<file path="src/rtl/std_aes_optimized.sv">
// std_aes_optimized: AES-128 encryption controller for a compute-in-memory macro.
// The CIM holds the expanded round keys and the S-box. This block holds the cipher state,
// streams it out for AddRoundKey, issues S-box lookups, and does ShiftRows/MixColumns itself.
module std_aes_optimized (
  input  logic         CLK,
  input  logic         RSTn,
  input  logic         EN,
  input  logic [127:0] Din,
  input  logic         KDrdy,
  input  logic [7:0]   RIO_00,
  input  logic [7:0]   RIO_01,
  input  logic [7:0]   RIO_02,
  input  logic [7:0]   RIO_03,
  input  logic [7:0]   RIO_04,
  input  logic [7:0]   RIO_05,
  input  logic [7:0]   RIO_06,
  input  logic [7:0]   RIO_07,
  input  logic [7:0]   RIO_08,
  input  logic [7:0]   RIO_09,
  input  logic [7:0]   RIO_10,
  input  logic [7:0]   RIO_11,
  input  logic [7:0]   RIO_12,
  input  logic [7:0]   RIO_13,
  input  logic [7:0]   RIO_14,
  input  logic [7:0]   RIO_15,
  output logic [127:0] Dout,
  output logic         Kvld,
  output logic         Dvld,
  output logic         BSY,
  output logic [2:0]   DEMUX_ADD_00,
  output logic [2:0]   DEMUX_ADD_01,
  output logic [2:0]   DEMUX_ADD_02,
  output logic [2:0]   DEMUX_ADD_03,
  output logic [2:0]   DEMUX_ADD_04,
  output logic [2:0]   DEMUX_ADD_05,
  output logic [2:0]   DEMUX_ADD_06,
  output logic [2:0]   DEMUX_ADD_07,
  output logic [2:0]   DEMUX_ADD_08,
  output logic [2:0]   DEMUX_ADD_09,
  output logic [2:0]   DEMUX_ADD_10,
  output logic [2:0]   DEMUX_ADD_11,
  output logic [2:0]   DEMUX_ADD_12,
  output logic [2:0]   DEMUX_ADD_13,
  output logic [2:0]   DEMUX_ADD_14,
  output logic [2:0]   DEMUX_ADD_15,
  output logic [5:0]   RWL_DEC_ADD_00,
  output logic [5:0]   RWL_DEC_ADD_01,
  output logic [5:0]   RWL_DEC_ADD_02,
  output logic [5:0]   RWL_DEC_ADD_03,
  output logic [5:0]   RWL_DEC_ADD_04,
  output logic [5:0]   RWL_DEC_ADD_05,
  output logic [5:0]   RWL_DEC_ADD_06,
  output logic [5:0]   RWL_DEC_ADD_07,
  output logic [5:0]   RWL_DEC_ADD_08,
  output logic [5:0]   RWL_DEC_ADD_09,
  output logic [5:0]   RWL_DEC_ADD_10,
  output logic [5:0]   RWL_DEC_ADD_11,
  output logic [5:0]   RWL_DEC_ADD_12,
  output logic [5:0]   RWL_DEC_ADD_13,
  output logic [5:0]   RWL_DEC_ADD_14,
  output logic [5:0]   RWL_DEC_ADD_15,
  output logic [15:0]  IN
);

  localparam logic [3:0] LastRound = 4'd10;

  typedef enum logic [2:0] {StIdle, StArk, StCapt, StSbox, StLatch} state_e;

  state_e       st_q;
  logic [2:0]   cnt_q;
  logic [3:0]   rnd_q;
  logic [127:0] state_q;
  logic [2:0]   demux_q [16];
  logic [5:0]   rwl_q   [16];

  logic [7:0]   rio     [16];
  logic [7:0]   a_b     [16];
  logic [127:0] a_flat;
  logic [7:0]   sr      [16];
  logic [7:0]   mc      [16];
  logic [127:0] nxt_state;
  logic [15:0]  in_nxt;

  assign rio = '{RIO_00, RIO_01, RIO_02, RIO_03, RIO_04, RIO_05, RIO_06, RIO_07,
                 RIO_08, RIO_09, RIO_10, RIO_11, RIO_12, RIO_13, RIO_14, RIO_15};

  assign DEMUX_ADD_00 = demux_q[0];
  assign DEMUX_ADD_01 = demux_q[1];
  assign DEMUX_ADD_02 = demux_q[2];
  assign DEMUX_ADD_03 = demux_q[3];
  assign DEMUX_ADD_04 = demux_q[4];
  assign DEMUX_ADD_05 = demux_q[5];
  assign DEMUX_ADD_06 = demux_q[6];
  assign DEMUX_ADD_07 = demux_q[7];
  assign DEMUX_ADD_08 = demux_q[8];
  assign DEMUX_ADD_09 = demux_q[9];
  assign DEMUX_ADD_10 = demux_q[10];
  assign DEMUX_ADD_11 = demux_q[11];
  assign DEMUX_ADD_12 = demux_q[12];
  assign DEMUX_ADD_13 = demux_q[13];
  assign DEMUX_ADD_14 = demux_q[14];
  assign DEMUX_ADD_15 = demux_q[15];

  assign RWL_DEC_ADD_00 = rwl_q[0];
  assign RWL_DEC_ADD_01 = rwl_q[1];
  assign RWL_DEC_ADD_02 = rwl_q[2];
  assign RWL_DEC_ADD_03 = rwl_q[3];
  assign RWL_DEC_ADD_04 = rwl_q[4];
  assign RWL_DEC_ADD_05 = rwl_q[5];
  assign RWL_DEC_ADD_06 = rwl_q[6];
  assign RWL_DEC_ADD_07 = rwl_q[7];
  assign RWL_DEC_ADD_08 = rwl_q[8];
  assign RWL_DEC_ADD_09 = rwl_q[9];
  assign RWL_DEC_ADD_10 = rwl_q[10];
  assign RWL_DEC_ADD_11 = rwl_q[11];
  assign RWL_DEC_ADD_12 = rwl_q[12];
  assign RWL_DEC_ADD_13 = rwl_q[13];
  assign RWL_DEC_ADD_14 = rwl_q[14];
  assign RWL_DEC_ADD_15 = rwl_q[15];

  function automatic logic [7:0] xtime(input logic [7:0] b);
    return {b[6:0], 1'b0} ^ (b[7] ? 8'h1b : 8'h00);
  endfunction

  // Undo the CIM's bit-transposed AddRoundKey readout into byte form
  always_comb begin
    for (int j = 0; j < 16; j++) a_b[j] = '0;
    for (int k = 0; k < 8; k++) begin
      for (int i = 0; i < 8; i++) begin
        a_b[2*k][i]   = rio[2*i][7-k];
        a_b[2*k+1][i] = rio[2*i+1][7-k];
      end
    end
    a_flat = '0;
    for (int j = 0; j < 16; j++) a_flat[127-8*j -: 8] = a_b[j];
  end

  // ShiftRows on the S-box bytes, then MixColumns except in the last full round
  always_comb begin
    for (int c = 0; c < 4; c++) begin
      for (int r = 0; r < 4; r++) sr[r+4*c] = rio[r+4*((c+r)%4)];
    end
    for (int c = 0; c < 4; c++) begin
      mc[4*c]   = xtime(sr[4*c]) ^ xtime(sr[4*c+1]) ^ sr[4*c+1] ^ sr[4*c+2] ^ sr[4*c+3];
      mc[4*c+1] = sr[4*c] ^ xtime(sr[4*c+1]) ^ xtime(sr[4*c+2]) ^ sr[4*c+2] ^ sr[4*c+3];
      mc[4*c+2] = sr[4*c] ^ sr[4*c+1] ^ xtime(sr[4*c+2]) ^ xtime(sr[4*c+3]) ^ sr[4*c+3];
      mc[4*c+3] = xtime(sr[4*c]) ^ sr[4*c] ^ sr[4*c+1] ^ sr[4*c+2] ^ xtime(sr[4*c+3]);
    end
    nxt_state = '0;
    for (int j = 0; j < 16; j++) begin
      nxt_state[127-8*j -: 8] = (rnd_q == 4'd9) ? sr[j] : mc[j];
    end
  end

  // Byte pair for the next ARK cycle
  always_comb begin
    in_nxt = '0;
    for (int c = 0; c < 8; c++) begin
      if (3'(c) == cnt_q + 3'd1) in_nxt = state_q[127-16*c -: 16];
    end
  end

  // Round sequencer with registered CIM-facing and host-facing outputs
  always_ff @(posedge CLK) begin
    if (!RSTn) begin
      st_q    <= StIdle;
      cnt_q   <= '0;
      rnd_q   <= '0;
      state_q <= '0;
      Dout    <= '0;
      Kvld    <= 1'b0;
      Dvld    <= 1'b0;
      BSY     <= 1'b0;
      IN      <= '0;
      for (int j = 0; j < 16; j++) begin
        demux_q[j] <= '0;
        rwl_q[j]   <= '0;
      end
    end else if (EN) begin
      Kvld <= 1'b0;
      Dvld <= 1'b0;
      unique case (st_q)
        StIdle: begin
          if (KDrdy) begin
            state_q <= Din;
            rnd_q   <= '0;
            cnt_q   <= '0;
            BSY     <= 1'b1;
            Kvld    <= 1'b1;
            IN      <= Din[127:112];
            st_q    <= StArk;
          end
        end
        StArk: begin
          if (cnt_q == 3'd7) begin
            cnt_q <= '0;
            IN    <= '0;
            st_q  <= StCapt;
          end else begin
            cnt_q <= cnt_q + 3'd1;
            IN    <= in_nxt;
          end
        end
        StCapt: begin
          if (rnd_q == LastRound) begin
            Dout  <= a_flat;
            Dvld  <= 1'b1;
            BSY   <= 1'b0;
            rnd_q <= '0;
            st_q  <= StIdle;
          end else begin
            for (int j = 0; j < 16; j++) begin
              demux_q[j] <= {1'b0, a_b[j][7:6]};
              rwl_q[j]   <= a_b[j][5:0];
            end
            st_q <= StSbox;
          end
        end
        StSbox: begin
          for (int j = 0; j < 16; j++) begin
            demux_q[j] <= '0;
            rwl_q[j]   <= '0;
          end
          st_q <= StLatch;
        end
        StLatch: begin
          state_q <= nxt_state;
          rnd_q   <= rnd_q + 4'd1;
          cnt_q   <= '0;
          IN      <= nxt_state[127:112];
          st_q    <= StArk;
        end
        default: st_q <= StIdle;
      endcase
    end
  end

endmodule

</file>
<file path="config.mk">
export PLATFORM = sky130hd
export DESIGN_NAME = std_aes_optimized
export DESIGN_NICKNAME = d
export VERILOG_FILES = /design/src/rtl/std_aes_optimized.sv
export SDC_FILE = /design/constraint.sdc
export NUM_CORES = 1
export LEC_CHECK = 0
export CORE_MARGIN = 2
export CORE_UTILIZATION = 51
export DETAILED_ROUTE_END_ITERATION = 6
export PLACE_DENSITY = 0.87
export SLEW_MARGIN = 0
export SYNTH_ARGS = -nofsm -noshare
export SYNTH_HDL_FRONTEND = slang
export SYNTH_SLANG_ARGS = --single-unit
</file>
<file path="constraint.sdc">
create_clock -name CLK -period 4.1 [get_ports CLK]
set_clock_uncertainty 0.15 [all_clocks]
set_input_delay 0.41 -clock CLK [delete_from_list [all_inputs] [get_ports CLK]]
set_output_delay 0.41 -clock CLK [all_outputs]
set_load 0.1 [all_outputs]
</file>
==> results.txt, run 1 <==
----------------------------------------------------
[Yosys]
  Multiplexer share of the synthesized area ... 0.8066%
  Ys async rst share ... 0%
  Sequential-to-total area share from yosys stat ... 39.33%
  Netlist area before placement ... 22650 um^2
  Share of the synthesized netlist area taken by xor and xnor gates ... 17.21%
  Post-synthesis sequential element count ... 413
  Syn Inst Count ... 2620
  Synth Area in Simple Gates ... 15.45%
  Most frequently used flop master after synthesis ... sky130_fd_sc_hd__dfxtp_1
  Number of synthesized flops with an enable pin ... 64
  Cell variety after synth ... 59
  Combinational family with the most area after synthesis ... compound AO/OA/AOI/OAI gates
  Fraction of the mapped netlist area in compound gates ... 19.53%
  Post-synthesis share of cell area spent on full adders, half adders and majority gates ... 0.4972%
  Mean instance size in the synthesized netlist ... 8.644 um^2
  YS warnings ... 0

[Setup path]
  Cell family with the largest share of critical-path delay ... flip-flops
  FF-to-FF Start ... st_q[1]$_SDFFE_PN0P_
  Launching instance or port of the critical path ... st_q[1]$_SDFFE_PN0P_
  Crit-path max cell delay ... 0.98 ns
  Reg-to-reg endpoint ... state_q[108]$_SDFFE_PN0P_
  CP Cell Sequence ... or3b_4 > buf_4 > a22oi_1 > o21a_1 > o21ai_0
  Data arrival, critical path ... 3.60 ns
  Worst endpoint required time ... 4.44 ns
  Startpoint type of the worst setup path ... register
  Combined buffer and inverter count along the critical path ... 1
  Category of the most critical setup path ... reg2reg
  CP Capture Type ... register
  Cell with the biggest individual delay on the critical path ... sky130_fd_sc_hd__dfxtp_1
  CP Max Fanout ... 58
  Reg2Reg Setup Slack ... 0.84 ns
  Number of cells on the worst reg-to-reg path ... 5

[Routing]
  First drt pass iteration count ... 6
  Number of DRC markers in iteration 0 ... 2959
  Routed Antenna Nets ... 0
  Routed length per instance ... 27.14 um
  Post-detailed-route via-to-cell ratio ... 6.271
  DRC violation count after routing ... 0
  Overall via count from detail_route ... 22430
  Final Routed Wirelength ... 97070 um

[Cells and area]
  Most common cell after layout, fill and taps aside ... sky130_fd_sc_hd__clkdlybuf4s50_1
  Storage element area ... 8909 um^2
  Final cell count without fillers ... 3577
  Final nets ... 3205
  Filler cell count ... 3440
  Growth of design area from synthesis to finish ... 29.84%
  Fraction of layout instances using a drive strength above 1 ... 6.637%
  Area taken by multi-input logic gates ... 12240 um^2
  Post-route cell area ... 29410 um^2
  Top library cells by usage in the layout, fill and taps aside ... sky130_fd_sc_hd__clkdlybuf4s50_1 (533), sky130_fd_sc_hd__nand2_1 (389), sky130_fd_sc_hd__dfxtp_1 (349), sky130_fd_sc_hd__xnor2_1 (312), sky130_fd_sc_hd__a21oi_1 (285)
  Utilization after layout ... 66.79%

[Clock tree]
  Clock slew at reported path FFs ... 0.06 ns
  Clk Tree Root Cell ... sky130_fd_sc_hd__clkbuf_16
  Number of hold buffers added after CTS ... 0
  Insertion delay to the later sink of the worst-skew pair ... 0.59 ns
  H-tree lvl count ... 2
  Clock buffer count from CTS ... 44
  TritonCTS clock tree ... built
  Resized cells post-CTS ... 0
  Buffers inserted during post-CTS setup optimization ... 0
  Maximum count of clock buffers along a single path ... 3
  Clock sink total ... 413

[STA]
  Max Fclk ... 306.5 MHz
  Worst Slack Setup Final ... 0.8372 ns
  Part of the cycle the worst path needs ... 79.58%
  Aggregate negative setup slack ... 0 ns
  Worst-Margin Slew ... 1.215 ns
  Unrepaired setup endpoints after global routing ... false
  Finish-stage setup viols ... 0
  Final worst path period need ... 3.263 ns
  Max-slew violation total from the final report ... 0
  Number of hold violations in the final report ... 0
  Worst rel slew slack ... 18.75%

[Placement]
  Cell Count Post-Placement ... 3482
  Placer's final routability congestion estimate ... 0.9897
  Instance area at placement ... 27970 um^2
  Worst setup slack after placement ... 0.8346 ns
  HPWL Detailed ... 70350 um
  Port Buf Inserts ... 534

[Pwr]
  Static leakage ... 10.57 nW
  Total power density per cell area ... 359.5 nW/um^2
  Max IR drop VDD ... 0.3252 mV

[Die]
  Std-Cell Rows ... 77
  # IOs ... 551
  Area of the core region ... 44030 um^2
  Total Die Area ... 46110 um^2
  Chip width ... 214.7 um
  Die Height ... 214.7 um
  Initial core utilization ... 51.44%

[GRT]
  Initial antenna violation count ... 23
  All-layer global routing usage ... 40.43%
  Largest net degree at the start of global routing ... 139
  Number of global-route vias before repair ... 21907
  Wire length of the first global-routing pass ... 140800 um
  Global-route congestion overflow total ... 0

[Worst hold path]
  Number of cells traversed by the worst hold path ... 3
  Type of the most critical hold path ... in2reg
  Worst hold path endpoint ... state_q[35]$_SDFFE_PN0P_
  Launch point of the worst hold path ... RSTn

[Run status]
  Result of the run ... finished clean

[Run]
  Max-cap viol count ... 0

----------------------------------------------------
[cell families (layout without fill, tap and decap cells)]
group / Yosys count / in the layout
simple gates: 725 / 725
mux: 18 / 18
flops: 413 / 413
xor+xnor: 418 / 418
other cells: 1 / 33
buf+inv: 369 / 702
compound gates: 667 / 667
fa+ha+maj: 9 / 9
[through the flow]
stage	hold slack, ns	power [mW]
floorplan	0.2887	5.890
global placement	0.2907	6.551
detailed placement	0.2888	6.590
CTS	0.07492	10.52
global route	0.1156	10.82
finish	0.1073	10.57
[worst reg2reg max path, cell delays in order (launching register included)]
cell                      delay, ns
sky130_fd_sc_hd__dfxtp_1       0.98
sky130_fd_sc_hd__or3b_4        0.77
sky130_fd_sc_hd__buf_4         0.68
sky130_fd_sc_hd__a22oi_1       0.21
sky130_fd_sc_hd__o21a_1        0.19
sky130_fd_sc_hd__o21ai_0       0.20
[per-layer routing]
metal,GRT usage [%],vias up,part of all wire (%)
met5,0,-,0.056
met4,26.41,8,6.6
met3,11.73,352,13
met2,60.77,1704,44
met1,50.65,10671,36
li1,-,9695,-
[worst max-delay path by stage]
| stage | endpoint | slack, ns | cells after the start |
|---|---|---|---|
| 5_1_grt | state_q[100]$_SDFFE_PN0P_ | 0.77 | 5 |
| 2_1_floorplan | demux_q[0][10]$_SDFFCE_PP0P_ | 0.91 | 7 |
| 3_5_place_dp | Dout[89]$_SDFFE_PN0P_ | 0.83 | 7 |
| 6_report | state_q[108]$_SDFFE_PN0P_ | 0.84 | 5 |
| 4_1_cts | state_q[108]$_SDFFE_PN0P_ | 0.99 | 5 |
| 3_3_place_gp | Dout[124]$_SDFFE_PN0P_ | 0.97 | 7 |
[Yosys cell counts, drive strengths merged (18+ instances only)]
master	n	area share (%)
nor3b	18	0.62
o21ai	87	1.9
a22o	30	1.2
inv	22	0.36
edfxtp	64	8.5
o211ai	19	0.63
xnor2	312	12
a221oi	99	3.8
nor2	39	0.75
nand3	55	1.2
a22oi	38	1.3
nand2	390	6.5
nand3b	21	0.70
clkbuf	253	4.2
dfxtp	349	31
and3	136	3.8
nor2b	18	0.50
buf	94	2.6
xor2	89	3.4
a21oi	285	6.3
o221a	39	1.9
nor3	27	0.65
[flip-flops by register name (all words and copies together) (netlist names), 3 cells and up]
| signal | count |
|---|---|
| rwl_q | 96 |
| state_q | 128 |
| demux_q | 32 |
| IN | 16 |
| Dout | 128 |
| cnt_q | 3 |
| rnd_q | 4 |
| st_q | 3 |
[layout make-up]
type | instances | area share [%]
Inverter | 22 | 0.3064
Sequential cell | 413 | 30.30
Tap cell | 592 | 2.519
Multi-Input combinational cell | 1853 | 41.62
Clock buffer | 69 | 4.451
Timing Repair Buffer | 602 | 20.37
Clock inverter | 9 | 0.2936
Antenna cell | 17 | 0.1447
[power breakdown]
part	leakage (nW)	internal, mW	switching [mW]
clock network	0.691	2.25	1.75
registers	3.49	4.21	0.0750
logic	6.39	0.930	1.36
Power figures use the tool's default switching activity.
==> run 2, diff against run 1 <==
- clock period: 4.1 -> 3.3 ns (I/O delays scaled with it)
==> results.txt, run 2 (synthesis gave the netlist of run 1 again) <==
----------------------------------------------------
[Routing]
  Overall via count from detail_route ... 22619
  Number of DRC markers in iteration 0 ... 3058
  First drt pass iteration count ... 7
  Routed length per instance ... 27.50 um
  Routed Antenna Nets ... 0
  DRC violation count after routing ... 1
  Final Routed Wirelength ... 99600 um
  Post-detailed-route via-to-cell ratio ... 6.245

[Clock tree]
  Clock sink total ... 413
  Maximum count of clock buffers along a single path ... 3
  Clock slew at reported path FFs ... 0.06 ns
  H-tree lvl count ... 2
  Insertion delay to the later sink of the worst-skew pair ... 0.60 ns
  Clk Tree Root Cell ... sky130_fd_sc_hd__clkbuf_16
  Buffers inserted during post-CTS setup optimization ... 0
  Number of hold buffers added after CTS ... 0
  Resized cells post-CTS ... 0
  Clock buffer count from CTS ... 45
  TritonCTS clock tree ... built

[Setup path]
  Data arrival, critical path ... 2.99 ns
  Cell family with the largest share of critical-path delay ... simple AND/OR/NAND/NOR gates
  CP Max Fanout ... 61
  Startpoint type of the worst setup path ... register
  Category of the most critical setup path ... reg2reg
  CP Cell Sequence ... buf_4 > or3b_4 > buf_4 > and3_1 > a221oi_1 > a21oi_1
  Combined buffer and inverter count along the critical path ... 2
  Crit-path max cell delay ... 0.54 ns
  Number of cells on the worst reg-to-reg path ... 6
  CP Capture Type ... register
  Cell with the biggest individual delay on the critical path ... sky130_fd_sc_hd__or3b_4
  Worst endpoint required time ... 3.57 ns
  Logic depth of the worst setup path including buffers ... 6
  Most used cell along the critical path ... sky130_fd_sc_hd__buf_4

[Cells and area]
  Top library cells by usage in the layout, fill and taps aside ... sky130_fd_sc_hd__clkdlybuf4s50_1 (478), sky130_fd_sc_hd__nand2_1 (389), sky130_fd_sc_hd__dfxtp_1 (349), sky130_fd_sc_hd__xnor2_1 (312), sky130_fd_sc_hd__a21oi_1 (285)
  Largest regs ... Dout x128, state_q x128, rwl_q x96
  Growth of design area from synthesis to finish ... 31.43%
  Final nets ... 3248
  Fraction of layout instances using a drive strength above 1 ... 10.22%
  Storage element area ... 8909 um^2
  Area taken by multi-input logic gates ... 12240 um^2
  Most common cell after layout, fill and taps aside ... sky130_fd_sc_hd__clkdlybuf4s50_1
  Filler cell count ... 3381

[GRT]
  GR met2 Demand/Resource ... 63.14%
  Met1 routing resource usage after global routing ... 51.52%
  Number of global-route vias before repair ... 21635
  Initial antenna violation count ... 19
  All-layer global routing usage ... 41.34%
  Wire length of the first global-routing pass ... 143100 um
  Layer with the highest usage ... met2
  GRT met3 Usage ... 13.97%
  Global-route congestion overflow total ... 0
  Largest net degree at the start of global routing ... 129

[STA]
  Finish-stage setup viols ... 0
  Max Fclk ... 368.6 MHz
  Part of the cycle the worst path needs ... 82.22%
  Final worst path period need ... 2.713 ns
  Unrepaired setup endpoints after global routing ... false
  Max-slew violation total from the final report ... 0
  Aggregate negative setup slack ... 0 ns
  Worst-Margin Slew ... 1.059 ns
  Worst Slack Setup Final ... 0.5868 ns
  Worst rel slew slack ... 29.18%
  Number of hold violations in the final report ... 0

[Die]
  Area of the core region ... 44030 um^2
  Die Height ... 214.7 um
  Total Die Area ... 46110 um^2
  Initial core utilization ... 51.44%
  # IOs ... 551
  Chip width ... 214.7 um
  Std-Cell Rows ... 77

[Run status]
  Result of the run ... finished with violations
  Violated checks ... DRC

[Placement]
  HPWL Detailed ... 72580 um
  Port Buf Inserts ... 534
  Worst setup slack after placement ... 0.4795 ns
  Placer's final routability congestion estimate ... 1.026

[Pwr]
  Static leakage ... 10.92 nW
  Total power density per cell area ... 456.4 nW/um^2
  Max IR drop VDD ... 0.4228 mV

[Worst hold path]
  Number of cells traversed by the worst hold path ... 3
  Type of the most critical hold path ... in2reg

[Run]
  Max-cap viol count ... 0

----------------------------------------------------
## run 2: cell count changes in the layout (fill, tap and decap cells not counted), moves of 9 or more
cell / change
sky130_fd_sc_hd__buf_4: +95
sky130_fd_sc_hd__clkbuf_1: -9
sky130_fd_sc_hd__clkdlybuf4s50_1: -55
sky130_fd_sc_hd__clkinvlp_4: +9
## run 2: worst register-to-register path: cells and delay by family (launching register included)
family / cells / cell delay, ns
AND/OR/NAND/NOR: 2 / 0.85
buffers and inverters: 2 / 0.64
flip-flops: 1 / 0.51
AO/OA/AOI/OAI: 2 / 0.41
## run 2: area by class of cell
type,count,area share [%]
flip-flops and latches,413,29.93
well taps,592,2.488
repair buffers,644,20.81
multi-input cells,1853,41.11
diodes,15,0.1261
clock buffers,63,4.519
inverters,22,0.3026
clock inverters,20,0.7146
## run 2: layer usage
layer,share of wire [%],vias to the layer above
li1,-,9777
met1,36,10778
met2,44,1740
met3,14,320
met4,5.9,4
met5,0.021,-
## run 2: path summary, 6_finish.rpt
kind                              start                       end  slack [ns]
hold reg to reg   Dout[20]$_SDFFE_PN0P_     Dout[20]$_SDFFE_PN0P_        0.30
setup / recovery   st_q[0]$_SDFFE_PN0P_  state_q[39]$_SDFFE_PN0P_        0.59
hold / removal                     RSTn      st_q[0]$_SDFFE_PN0P_         0.1
setup reg to reg   st_q[0]$_SDFFE_PN0P_  state_q[39]$_SDFFE_PN0P_        0.59
## run 2: stage by stage
stage          hold WS [ns]  util (%)  instances  instance area, um^2  total power [mW]
4_1_cts              0.1107     67.52       3607                29730             13.49
6_report            0.09976     67.61       3622                29770             13.59
2_1_floorplan        0.2887         -       2635                22700             7.318
5_1_grt              0.1265     67.60       3621                29760             13.86
3_3_place_gp         0.2915     63.98       3524                28170             8.212
3_5_place_dp         0.2962     63.98       3524                28170             8.255
## run 2: report_power, final
| part | switching, mW | internal [mW] | total [mW] | leakage [nW] |
|---|---|---|---|---|
| combinational | 1.73 | 1.18 | 2.91 | 6.69 |
| clock | 2.26 | 3.09 | 5.36 | 0.744 |
| sequential | 0.0930 | 5.23 | 5.32 | 3.49 |
| total | 4.09 | 9.50 | 13.6 | 10.9 |
